<file path="src/rtl/writeback_unit.sv">
// writeback_unit: MEM/WB pipeline register and result selector.
// Selects one of NUM_SRC packed result sources. The LOAD_SRC source is
// aligned and extended as load data. The result is registered with
// flush > stall > capture priority. Writes to x0 are suppressed, and a
// wrapping count of accepted instructions is kept.
// Ports:
//   clk, rst (async, active-low)
//   MEM side : valid_m, rd_m, reg_write_m, result_sel_m, src_data_m,
//              load_size_m, load_unsigned_m, byte_off_m
//   control  : stall_w, flush_w
//   WB side  : valid_w, reg_write_w, rd_w, result_w, retired_cnt
//              (all registered)
module writeback_unit #(
  parameter int unsigned XLEN     = 32,
  parameter int unsigned NUM_SRC  = 4,
  parameter int unsigned SEL_W    = 2,
  parameter int unsigned LOAD_SRC = 1,
  parameter int unsigned REG_AW   = 5,
  parameter int unsigned CNT_W    = 32
) (
  input  logic                    clk,
  input  logic                    rst,
  input  logic                    valid_m,
  input  logic [REG_AW-1:0]       rd_m,
  input  logic                    reg_write_m,
  input  logic [SEL_W-1:0]        result_sel_m,
  input  logic [NUM_SRC*XLEN-1:0] src_data_m,
  input  logic [1:0]              load_size_m,
  input  logic                    load_unsigned_m,
  input  logic [1:0]              byte_off_m,
  input  logic                    stall_w,
  input  logic                    flush_w,
  output logic                    valid_w,
  output logic                    reg_write_w,
  output logic [REG_AW-1:0]       rd_w,
  output logic [XLEN-1:0]         result_w,
  output logic [CNT_W-1:0]        retired_cnt
);

  localparam int unsigned WORD_W = 32;

  logic [WORD_W-1:0] w_load_word;
  logic [7:0]        w_byte;
  logic [15:0]       w_half;
  logic [XLEN-1:0]   w_load_data;
  logic [XLEN-1:0]   w_sel_data;
  logic              w_wr_en;

  logic              r_valid;
  logic              r_reg_write;
  logic [REG_AW-1:0] r_rd;
  logic [XLEN-1:0]   r_result;
  logic [CNT_W-1:0]  r_cnt;

  // Low word of the load source. An out-of-range LOAD_SRC falls back to 0,
  // but in that case the load path is never selected.
  localparam int unsigned LOAD_IDX = (LOAD_SRC < NUM_SRC) ? LOAD_SRC : 0;
  assign w_load_word = src_data_m[LOAD_IDX*XLEN +: WORD_W];

  // Load alignment: the byte lane comes from the full offset, and the
  // halfword lane comes from offset bit 1 only.
  always_comb begin
    w_byte = 8'h00;
    case (byte_off_m)
      2'd0:    w_byte = w_load_word[7:0];
      2'd1:    w_byte = w_load_word[15:8];
      2'd2:    w_byte = w_load_word[23:16];
      default: w_byte = w_load_word[31:24];
    endcase
    w_half = byte_off_m[1] ? w_load_word[31:16] : w_load_word[15:0];
  end

  // Fill with the extension bit first, then overlay the loaded field.
  always_comb begin
    w_load_data = '0;
    case (load_size_m)
      2'b00: begin
        w_load_data       = {XLEN{~load_unsigned_m & w_byte[7]}};
        w_load_data[7:0]  = w_byte;
      end
      2'b01: begin
        w_load_data       = {XLEN{~load_unsigned_m & w_half[15]}};
        w_load_data[15:0] = w_half;
      end
      default: begin
        w_load_data       = {XLEN{~load_unsigned_m & w_load_word[WORD_W-1]}};
        w_load_data[WORD_W-1:0] = w_load_word;
      end
    endcase
  end

  // Result mux. An index with no matching source selects zero.
  always_comb begin
    w_sel_data = '0;
    for (int unsigned i = 0; i < NUM_SRC; i++) begin
      if (result_sel_m == SEL_W'(i)) begin
        w_sel_data = (i == LOAD_SRC) ? w_load_data : src_data_m[i*XLEN +: XLEN];
      end
    end
  end

  assign w_wr_en = valid_m & reg_write_m & (rd_m != '0);

  // WB register: flush beats stall, and stall beats capture.
  always_ff @(posedge clk or negedge rst) begin
    if (!rst) begin
      r_valid     <= 1'b0;
      r_reg_write <= 1'b0;
      r_rd        <= '0;
      r_result    <= '0;
      r_cnt       <= '0;
    end else if (flush_w) begin
      r_valid     <= 1'b0;
      r_reg_write <= 1'b0;
      r_rd        <= '0;
      r_result    <= '0;
    end else if (!stall_w) begin
      r_valid     <= valid_m;
      r_reg_write <= w_wr_en;
      r_rd        <= rd_m;
      r_result    <= w_wr_en ? w_sel_data : '0;
      if (valid_m) begin
        r_cnt <= r_cnt + CNT_W'(1);
      end
    end
  end

  assign valid_w     = r_valid;
  assign reg_write_w = r_reg_write;
  assign rd_w        = r_rd;
  assign result_w    = r_result;
  assign retired_cnt = r_cnt;

endmodule

</file>
<file path="config.mk">
export PLATFORM = sky130hd
export DESIGN_NAME = writeback_unit
export DESIGN_NICKNAME = d
export VERILOG_FILES = /design/src/rtl/writeback_unit.sv
export SDC_FILE = /design/constraint.sdc
export NUM_CORES = 1
export LEC_CHECK = 0
export ABC_AREA = 1
export CORE_MARGIN = 2
export CORE_UTILIZATION = 39
export CTS_BUF_LIST = sky130_fd_sc_hd__clkbuf_16
export CTS_CLUSTER_DIAMETER = 50
export CTS_CLUSTER_SIZE = 12
export DETAILED_ROUTE_END_ITERATION = 10
export MAX_ROUTING_LAYER = met4
export PLACE_DENSITY = 0.83
export SYNTH_ARGS = -nofsm -noshare
export SYNTH_HDL_FRONTEND = slang
export SYNTH_SLANG_ARGS = --single-unit
</file>
<file path="constraint.sdc">
create_clock -name clk -period 1.49 [get_ports clk]
set_clock_uncertainty 0.2 [all_clocks]
set_input_delay 0.298 -clock clk [delete_from_list [all_inputs] [get_ports clk]]
set_output_delay 0.298 -clock clk [all_outputs]
set_load 0.1 [all_outputs]
</file>
==> Word level (Yosys, flattened, before mapping) <==
Cells that the tools add are included.
{ "op_classes": {"n_reduce_logical": 5, "n_mux": 16, "addsub": 1, "n_eq_ne": 7, "bitwise_logic": 7} }
{ "ops": {"columns": ["cell", "n"], "rows": [
  ["$mux W32", 7],
  ["$pmux W32 S2", 1],
  ["$add A32 B1 Y32 const B", 1],
  ["$pmux W8 S3", 1],
  ["$mux W16", 1],
  ["$mux W5", 2],
  ["$eq A2 B1 Y1 const B", 3],
  ["$eq A2 B2 Y1 const B", 3],
  ["$logic_not A2 Y1", 3],
  ["$reduce_bool A5 Y1", 1],
  ["$and A1 B1 Y1", 4],
  ["$mux W1", 4],
  ["$not A1 Y1", 3],
  ["$reduce_and A3 Y1", 1],
  ["$ne A2 B1 Y1 const B", 1]
]} }
{ "word_totals": {"input_bits": 146, "ff_bits": 71, "output_inout_bits": 71, "word_cells": 41} }

==> Longest topological paths before layout <==
{ "logic_depth": {"depth_word": 10, "ltp_mapped": 14, "ltp_nobuf": 13} }

==> Least setup slack after synthesis <==
No wires, ideal clock.
{ "synth_timing": {"path_kind": "flip-flop to flip-flop", "startpoint": "register r_cnt[2], in the netlist retired_cnt[2]", "endpoint": "register r_cnt[17], in the netlist retired_cnt[17]", "setup_time_ns": 0.122, "stages_incl_launch_ff": 10, "t_required_ns": 1.168, "n_path_buf": 0, "slack_ns": -0.967, "arrival_ns": 2.134, "synth_period_minus_slack_ns": 2.457, "cell_sequence": "dfrtp_1 > nand3_1 > nor2_4 > nand2_4 > nor2_8 > nand3_4 > nor2_8 > nand2_1 > nand2_1 > nand2_1"} }
{ "synth_between": {"elab_chain_cells": 1} }
{ "synth_lines": {"columns": ["item", "line", "rtl"], "rows": [
  ["from (decl)", "53", "logic [CNT_W-1:0] r_cnt;"],
  ["from (signal assigned)", "123", "r_cnt <= r_cnt + CNT_W'(1);"],
  ["$add A32 B1 Y32", "123", null]
]} }
Every way passes these cells.
A chain may end at the register's enable or synchronous reset.

==> Worst setup path after layout <==
{ "layout_timing": {"startpoint": "register r_cnt[11], in the netlist retired_cnt[11]", "endpoint": "register r_cnt[28], in the netlist retired_cnt[28]"} }
The elaborated chain is that of the path after synthesis.

==> impl_metrics.tcl <==
set metrics [dict create \
    status "finished with violations" \
    violations "negative setup slack" \
    dpl.hpwl_um 16800 \
    rows 41 \
    cp_num_buf_inv 1 \
    synth_fa_ha_area_share_pct 0.245 \
    period_needed_ps 2040 \
    path_cells "inv_4 > nor3_4 > nor3b_2 > nand2_1 > nand2_1 > nand2_1 > nand2_2 > o21ai_2" \
    cp.arrival_ps 2110 \
    die_y_um 118 \
    p_leak_nw 5.56 \
    io_pins 217 \
    finalHoldViolations 0 \
    dr.pass1.iters 7 \
    synth_xor_area_share_pct 4.44 \
    grt_pass1_wl_um 40000 \
    rr_startpoint "retired_cnt[11]" \
    fillers 531 \
    tightestPinTransition_ps 617 \
    hold_class "input pin to register" \
    cts.path.max_buffers 2 \
    detail_route.iter0.violations 1188 \
    crit_path_max_fanout 4 \
    dpl_cell_area_um2 9320 \
    hold_path_startpoint "stall_w" \
    post-route-period-util_pct 137 \
    crit_type "register to register" \
    syn_area_per_cell_um2 6.61 \
    netlist_area_um2 5100 \
    via_per_inst 6.06 \
    synth_top_cells_by_area "dfrtp_1 (35%), nand2_1 (22%), nor2_1 (7.4%)" \
    yosysTopAreaCell "dfrtp_1" \
    overflow 0 \
    synth_top_family_by_area "simple AND/OR/NAND/NOR gates" \
    hold_ws_ps 21.6 \
    rsz0062_at_grt "yes" \
    crit_path_end_kind "register" \
    cts_tree "yes" \
    max-cap-violations 0 \
    setup_ws_ps -554 \
    gp_congestion 0.974 \
    slew_violations 0 \
    ys_seq_elements 71 \
    crit_top_cell "nand2_1" \
    grt_pass1_vias 7453 \
    grt_max_degree 36 \
    die_area_um2 14000 \
    critical_path.top_delay_family "simple AND/OR/NAND/NOR gates" \
    antenna_found_initial 4 \
    max_freq_mhz 489 \
    clk_pin_slew_ps 100 \
    synthTopCellsByCount "nand2_1 (296), nor2_1 (100), dfrtp_1 (71), inv_1 (59), o21ai_0 (48)" \
    multi_input_area_um2 3550 \
    layout-drive-gt1-share_pct 44.1 \
    clk_latency_ps 370 \
    nets 1332 \
    yosys.area_share.simple_pct 41.5 \
    synth_compound_area_share_pct 10.5 \
    root_buffer "clkbuf_16" \
    synth-edff-count 0 \
    syn_nets 919 \
    synth_mux_area_share_pct 0.196 \
    core_um2 12700 \
    final_cell_area_um2 11000 \
    wl_um 33300 \
    maxSlewHeadroom_pct 58.5 \
    seq_area_um2 1890 \
    ys.warnings.count 0 \
    routedWlPerCell_um 24.3 \
    groute.usage.overall_pct 37.5 \
    synth_cells 772 \
    ir_worst_vdd_mv 0.578 \
    final_core_util_pct 87.2 \
    clock_sinks 71 \
    critPathLaunch "retired_cnt[11]" \
    syn2layout_area_growth_pct 117 \
    port_buffers 216 \
    drc_errors 0 \
    cpMaxStageDelayCell "dfrtp_4" \
    cp.required_ps 1560 \
    die_width_um 118 \
    antenna_left 0 \
    synth_top_area_share_pct 34.8 \
    postSynth.asyncResetShare_pct 100 \
    synth_top_flop_cell "dfrtp_1" \
    cp-start-kind "register" \
    finalSetupViolations 93 \
    yosysMostFrequentCell "nand2_1" \
    cts_max_level 3 \
    cts_buffers 9 \
    yosysUniqueCellTypes 40 \
    p_per_area_nw_per_um2 736 \
    route.vias.total 8283 \
    seq_area_frac_synth_pct 34.8 \
    initial_core_util_pct 40.2 \
    slowest_delay_ps 480 \
]
==> routing by layer <==
layer  GRT usage (%)  up-vias  part of all wire (%)
met5               -        -                     0
met4            21.8        0                    11
met3            6.85      366                    12
met2            62.0      888                    44
met1            42.5     3771                    33
li1                -     3258                     -
==> per-stage QoR <==
step | setup TNS (ps) | setup WS, ps | power [mW] | cells
detailed placement | -42680 | -828 | 5.23 | 1267
finish | -21480 | -554 | 8.14 | 1367
floorplan | -6290 | -398 | 3.70 | 772
global route | -23060 | -605 | 8.27 | 1366
global placement | -39880 | -772 | 5.17 | 1267
CTS | -8020 | -246 | 7.40 | 1337
==> state kept, by name (all words and copies together), names as in the netlist <==
| name | count |
|---|---|
| valid_w | 1 |
| result_w | 32 |
| retired_cnt | 32 |
| rd_w | 5 |
| reg_write_w | 1 |
==> path summary, 6_finish.rpt <==
check                             endpoint  slack, ps  cells past startpoint
setup / recovery           retired_cnt[28]       -550                      8
hold / removal                     rd_w[0]         20                      2
setup reg to reg           retired_cnt[28]       -550                      8
hold reg to reg                    rd_w[3]        350                      2
max in group asynchronous   retired_cnt[0]        310                      3
min in group asynchronous  retired_cnt[14]        230                      2
==> cell type report <==
cell class | instances | share of cell area [%]
antenna | 5 | 0.113
clock buffer | 9 | 2.04
clock inverter | 7 | 0.442
inverter | 67 | 2.51
multi-input combinational | 602 | 32.1
sequential | 71 | 17.1
tap | 172 | 1.95
timing repair buffer | 434 | 43.7
==> report_power, final <==
group          internal, mW  switching [mW]
clock                  1.14            1.11
sequential             2.08           0.228
combinational          1.55            2.03
total                  4.77            3.37
==> placed cells by master, fill, tap and decap left out, drive strengths merged <==
master / n
nand4: 9
clkinv: 4
inv: 67
dlymetal6s2s: 4
a22oi: 2
buf: 294
xnor2: 9
xor2: 16
dfrtp: 71
a21o: 4
ha: 1
nand3: 30
nor2: 110
o22ai: 14
clkinvlp: 3
nor3: 13
dlygate4sd2: 9
diode: 5
dlygate4sd3: 1
nand2: 314
o221ai: 4
clkbuf: 14
o211ai: 2
nor3b: 2
clkdlybuf4s50: 121
mux2i: 1
o31ai: 1
o21ai: 50
nand3b: 1
a21oi: 19
==> cells by family (layout without fill, tap and decap cells) <==
group / count (synthesis) / after routing
flip-flops: 71 / 71
buffers and inverters: 100 / 517
other: 0 / 5
adder cells (fa/ha/maj): 1 / 1
multiplexers: 1 / 1
AO/OA/AOI/OAI: 96 / 96
AND/OR/NAND/NOR: 478 / 479
XOR/XNOR: 25 / 25
==> what timing repair did <==
action,in CTS,in global routing
endpoints found under the setup margin,93,93
setup buffers,56,34
pin swaps,48,85
hold buffers,1,0
resized for setup,139,161
hold endpoints to repair,24,0
gates cloned,1,0
No activity file was read; power rests on OpenSTA's default activity.
